## src/rtl/stream_framer.sv

```systemverilog
`default_nettype none
// ============================================================================
// Module      : stream_framer
// Description : Frames a raw word stream into packets using per-packet beat
//               count descriptors. Emits the 38-bit framed format
//               {data[31:0], keep[3:0], tlast, tfirst} through a single-beat
//               output register with valid/ready handshaking.
// Ports       :
//   clk                           clock, rising edge
//   clear                         asynchronous active-high reset
//   stream_framer__len_ch[_vld/_rdy]     packet length descriptor (beats)
//   stream_framer__data_ch[_vld/_rdy]    raw beat {data[31:0], keep[3:0]}
//   stream_framer__output_ch[_vld/_rdy]  framed beat {data, keep, tlast, tfirst}
//   stream_framer__busy           packet in progress
//   stream_framer__pkt_count      completed packets, wraps
//   stream_framer__zero_len_count dropped zero-length descriptors, saturates
// Revision    : 1.0 - initial release
// ============================================================================
module stream_framer #(
    parameter int LEN_WIDTH  = 16,
    parameter int ZCNT_WIDTH = 8
) (
    input  logic                  clk,
    input  logic                  clear,
    input  logic [LEN_WIDTH-1:0]  stream_framer__len_ch,
    input  logic                  stream_framer__len_ch_vld,
    output logic                  stream_framer__len_ch_rdy,
    input  logic [35:0]           stream_framer__data_ch,
    input  logic                  stream_framer__data_ch_vld,
    output logic                  stream_framer__data_ch_rdy,
    output logic [37:0]           stream_framer__output_ch,
    output logic                  stream_framer__output_ch_vld,
    input  logic                  stream_framer__output_ch_rdy,
    output logic                  stream_framer__busy,
    output logic [15:0]           stream_framer__pkt_count,
    output logic [ZCNT_WIDTH-1:0] stream_framer__zero_len_count
);

    localparam logic [0:0] c_IDLE = 1'b0;
    localparam logic [0:0] c_BODY = 1'b1;

    logic [0:0]            r_state;
    logic [LEN_WIDTH-1:0]  r_remaining;
    logic                  r_first;
    logic [37:0]           r_out;
    logic                  r_out_vld;
    logic [15:0]           r_pkt_count;
    logic [ZCNT_WIDTH-1:0] r_zcnt;

    logic       w_out_en;
    logic       w_len_acc;
    logic       w_data_acc;
    logic       w_len_zero;
    logic       w_tlast;
    logic [3:0] w_keep;

    always_comb begin
        // The output register can take a new beat when empty or when its
        // current beat is leaving this cycle.
        w_out_en   = ~r_out_vld | stream_framer__output_ch_rdy;
        w_len_acc  = (r_state == c_IDLE) & stream_framer__len_ch_vld;
        w_data_acc = (r_state == c_BODY) & stream_framer__data_ch_vld & w_out_en;
        w_len_zero = (stream_framer__len_ch == '0);
        w_tlast    = (r_remaining == LEN_WIDTH'(1));
        // Only the final beat of a packet may be partial.
        w_keep     = w_tlast ? stream_framer__data_ch[3:0] : 4'hF;
    end

    always_ff @(posedge clk or posedge clear) begin
        if (clear) begin
            r_state     <= c_IDLE;
            r_remaining <= '0;
            r_first     <= 1'b0;
            r_out       <= 38'h0;
            r_out_vld   <= 1'b0;
            r_pkt_count <= 16'h0;
            r_zcnt      <= '0;
        end else begin
            if (w_len_acc) begin
                if (w_len_zero) begin
                    if (r_zcnt != {ZCNT_WIDTH{1'b1}}) begin
                        r_zcnt <= r_zcnt + 1'b1;
                    end
                end else begin
                    r_remaining <= stream_framer__len_ch;
                    r_first     <= 1'b1;
                    r_state     <= c_BODY;
                end
            end

            if (w_data_acc) begin
                r_out       <= {stream_framer__data_ch[35:4], w_keep, w_tlast, r_first};
                r_out_vld   <= 1'b1;
                r_first     <= 1'b0;
                r_remaining <= r_remaining - 1'b1;
                if (w_tlast) begin
                    r_state     <= c_IDLE;
                    r_pkt_count <= r_pkt_count + 16'h1;
                end
            end else if (stream_framer__output_ch_rdy) begin
                r_out_vld <= 1'b0;
            end
        end
    end

    assign stream_framer__len_ch_rdy      = w_len_acc;
    assign stream_framer__data_ch_rdy     = w_data_acc;
    assign stream_framer__output_ch       = r_out;
    assign stream_framer__output_ch_vld   = r_out_vld;
    assign stream_framer__busy            = (r_state == c_BODY);
    assign stream_framer__pkt_count       = r_pkt_count;
    assign stream_framer__zero_len_count  = r_zcnt;

endmodule
`default_nettype wire

```

## config.mk

```make
export PLATFORM = sky130hd
export DESIGN_NAME = stream_framer
export DESIGN_NICKNAME = d
export VERILOG_FILES = /design/src/rtl/stream_framer.sv
export SDC_FILE = /design/constraint.sdc
export NUM_CORES = 1
export LEC_CHECK = 0
export ABC_AREA = 1
export BUFFER_PORTS_ARGS = -buffer_cell sky130_fd_sc_hd__buf_2
export CORE_AREA = 2 2 101 103
export CTS_CLUSTER_DIAMETER = 100
export DETAILED_ROUTE_END_ITERATION = 16
export DIE_AREA = 0 0 103 105
export GPL_ROUTABILITY_DRIVEN = 0
export HOLD_SLACK_MARGIN = 0.12
export PLACE_DENSITY = 0.69
export SYNTH_ARGS = -nofsm -noshare
export SYNTH_HDL_FRONTEND = slang
export SYNTH_SLANG_ARGS = --single-unit
```

## constraint.sdc

```tcl
create_clock -name clk -period 4.3 [get_ports clk]
set_input_delay 0.86 -clock clk [delete_from_list [all_inputs] [get_ports clk]]
set_output_delay 0.86 -clock clk [all_outputs]
set_load 0.02 [all_outputs]
```

==> Word-level counts from Yosys, hierarchy flattened <==
Cells that the tools add are included.
{ "totals": {"in_bits": 57, "output_inout_bits": 66, "reg_bits": 81} }
{ "classes": {"muxes": 13, "bitwise_logic": 6, "addsub": 3, "eq_ne": 3, "n_reduce_logical": 6} }
{ "ops": {"columns": ["operator", "count"], "rows": [
  ["two-way mux 16 bit", 3],
  ["adder 16 x 1 -> 16 bit, second input constant", 1],
  ["== test 16 x 1 -> 1 bit, second input constant", 1],
  ["logical NOT 16 bit", 1],
  ["subtractor 16 x 1 -> 16 bit, second input constant", 1],
  ["two-way mux 1 bit", 9],
  ["adder 8 x 1 -> 8 bit, second input constant", 1],
  ["inequality test 8 bit, second input constant", 1],
  ["two-way mux 4 bit", 1],
  ["AND reduction 2 bit", 2],
  ["nonzero test 2 bit", 2],
  ["bitwise AND 1 bit", 3],
  ["AND reduction 3 bit", 1],
  ["inequality test 2 bit, second input constant", 1],
  ["NOT 1 bit", 2],
  ["bitwise OR 1 bit", 1]
]} }

==> Longest topological paths before layout <==
{ "depth": {"ltp_word": 5, "mapped_depth": 9, "ltp_nobuf": 9} }

==> Worst setup path after synthesis <==
Ideal clock, no wire load.
{ "synth_path": {"path_type": "in2out", "start": "input port stream_framer__output_ch_rdy", "end": "output port stream_framer__data_ch_rdy", "cell_stages": 5, "t_arrival_ns": 1.446, "slack_ns": 1.994, "n_path_buf": 1, "path_cell_list": "inv_1 -> nand2_1 -> nand2_4 -> inv_2 -> buf_2"} }
{ "synth_via": {"elab_chain_cells": 2} }
{ "synth_lines": {"columns": ["element", "line", "text"], "rows": [
  ["from (decl)", "33", "input logic stream_framer__output_ch_rdy,"],
  ["bitwise OR 1 bit", "60", "w_out_en = ~r_out_vld | stream_framer__output_ch_rdy;"],
  ["bitwise AND 1 bit", "62", "w_data_acc = (r_state == c_BODY) & stream_framer__data_ch_vld & w_out_en;"],
  ["to (decl)", "30", "output logic stream_framer__data_ch_rdy,"]
]} }
Every way passes these cells.

==> Worst setup path after layout <==
Same ends and word-level chain as after synthesis.

==> impl_metrics.ini <==
[power_and_ir_drop]
p_leak_nw = 2.899
max-vdd-ir-drop_mv = 0.2125
cellPowerDensity_nw_per_um2 = 402.2

[cts]
cts_max_level = 3
clockBufferDepth = 2
clk_latency_ns = 0.36
cts_root_buf = clkbuf_8
cts_resized = 0
cts_setup_buffers = 0
numCtsBuffers = 9
cts_sinks = 81
cts_tree = yes
ctsHoldBuffers = 0
clk_pin_slew_worst_paths_ns = 0.08

[synthesis]
yosys_warnings = 0
synth_xor_area_share_pct = 2.648
synth_cell_type_count = 29
syn_avg_cell_area_sq_um = 7.474
muxShareOfSynthArea_pct = 0
synthCells = 569
ys_seq_area_share_pct = 47.66
synthAdderAreaFrac_pct = 1.177
synthesis.nets = 630
synth_top_family_by_area = simple AND/OR/NAND/NOR gates
synthSimpleGateAreaFrac_pct = 38.78
synth_compound_area_share_pct = 3.413
ys_ff_latch = 81
syn_area_sq_um = 4253

[global_route]
grt_pass1_wl_microns = 17020
grt_pass1_vias = 3693
grt_overflow = 0
track_usage_pct = 19.75
antenna_found_initial = 0
grt_start_max_net_pins = 64

[route]
dr.first_iter.drc_count = 191
drc = 0
wire_per_inst_microns = 12.40
drt-pass1-iter-count = 5
final_antenna_net_count = 0
vias = 3965
via_per_inst = 4.794
drt-total-wl_microns = 10250

[hold_path]
min_path_type = reg2reg

[run_status]
outcome = finished, final reports clean

[floorplan]
dieArea_sq_um = 10820
io_pins = 123
die_h_microns = 105
start_util_pct = 44.12
die_x_microns = 103
fp-row-count = 36
core_sq_um = 9639

[sta]
finalMaxSlewViolations = 0
finClkSkew_ns = 0.005938
slew_headroom_pct = 35.75
worst_slew_pin_slew_ns = 0.9626
fin_tns_setup_ns = 0
fmax_mhz = 368.2
grt_setup_unrepaired = false
worst_hold_slack_ns = 0.4836
setup_viol = 0
min_period_ns = 2.716
fin_crit_sh_pct = 63.16
finalHoldViolCount = 0

[worst_setup_path]
required_ns = 3.44
path_class = in2out
end_kind = output pin
arrival_ns = 1.86
cp_max_fo = 63
start_kind = input pin

[placed_design]
dpl_cell_area_sq_um = 4950
place_inst = 811
dp_hpwl_microns = 7350
numPortBuffers = 122

[cells_and_area]
final_layout_size_suffix_gt1_share_pct = 23.92
area_delta_synth_final_pct = 21.77
fin_cells = 827
fin_nets = 750
diodes = 0
mostFrequentLayoutCells = nand2_1 (237), buf_2 (122), dfrtp_1 (81)
final_area_sq_um = 5179
final_common_cell = nand2_1

[flow_run]
maxCapViolCount = 0
[power breakdown]
part	internal (mW)	switching [mW]	total [mW]
sequential	0.862	0.0905	0.953
combinational	0.172	0.321	0.493
clock	0.345	0.292	0.637
total	1.38	0.704	2.08
[worst paths after layout]
check | start | to | slack, ns | cells after the start
min in group asynchronous | clear | stream_framer__zero_len_count[4] | 0.68 | 2
worst min-delay path | stream_framer__output_ch[34] | stream_framer__output_ch[34] | 0.48 | 2
worst max-delay path | stream_framer__output_ch_rdy | stream_framer__data_ch_rdy | 1.58 | 6
worst max register to register | stream_framer__busy | r_remaining[15] | 2.21 | 10
max in group asynchronous | clear | r_remaining[12] | 2.75 | 3
worst min register to register | stream_framer__output_ch[34] | stream_framer__output_ch[34] | 0.48 | 2
[critical path: stages]
cell and delay [ns]:
buf_2 0.09, inv_1 0.04, nand2_1 0.09, nand2_4 0.53, inv_2 0.06, buf_2 0.18
[cell usage after synthesis, drive strengths merged]
cell    number  area (sq um)
nand2      243         947.2
dfrtp       81          2027
nor2        67         312.8
nand3       57         290.3
inv         44         165.2
o21ai       25         125.1
buf         15         100.1
nand4        8         50.05
xor2         8         77.58
a21oi        4         20.02
ha           4         50.05
xnor2        4         35.03
nor3         3         15.01
or2          3         18.77
nand3b       2         15.01
clkbuf       1         3.750
[layout make-up]
cell class / count / area (sq um)
timing repair buffer: 125 / 633.1
tap: 133 / 166.4
fill: 981 / 4461
clock inverter: 6 / 91.34
clock buffer: 10 / 137.6
inverter: 44 / 166.4
multi-input combinational: 428 / 1957
sequential: 81 / 2027
[layer usage]
layer	vias up	share of wire (%)	global-route usage [%]
li1	2014	-	-
met4	0	1.4	7.425
met5	-	0	0
met3	10	6.6	3.746
met2	117	45	29.96
met1	1824	47	27.88
[flip-flops by register name, indices dropped and copies added, names as in the netlist]
register / cells
stream_framer__pkt_count: 16
stream_framer__zero_len_count: 8
stream_framer__busy: 1
r_remaining: 16
stream_framer__output_ch_vld: 1
r_first: 1
stream_framer__output_ch: 38
[stage by stage]
stage          setup WS [ns]  power, mW  utilization [%]
6_report               1.584      2.083            53.73
5_1_grt                1.445      2.210            53.73
4_1_cts                1.551      2.103            53.73
3_5_place_dp           1.554      1.459            51.35
3_3_place_gp           1.576      1.445            51.35
2_1_floorplan          1.360      1.303                -
[cell families (layout without fill, tap and decap cells)]
family          after synthesis  after routing
compound gates               29             29
xor+xnor                     12             12
fa+ha+maj                     4              4
buf+inv                      60            185
flops                        81             81
simple gates                383            383
(Power assumes the default switching activity.)
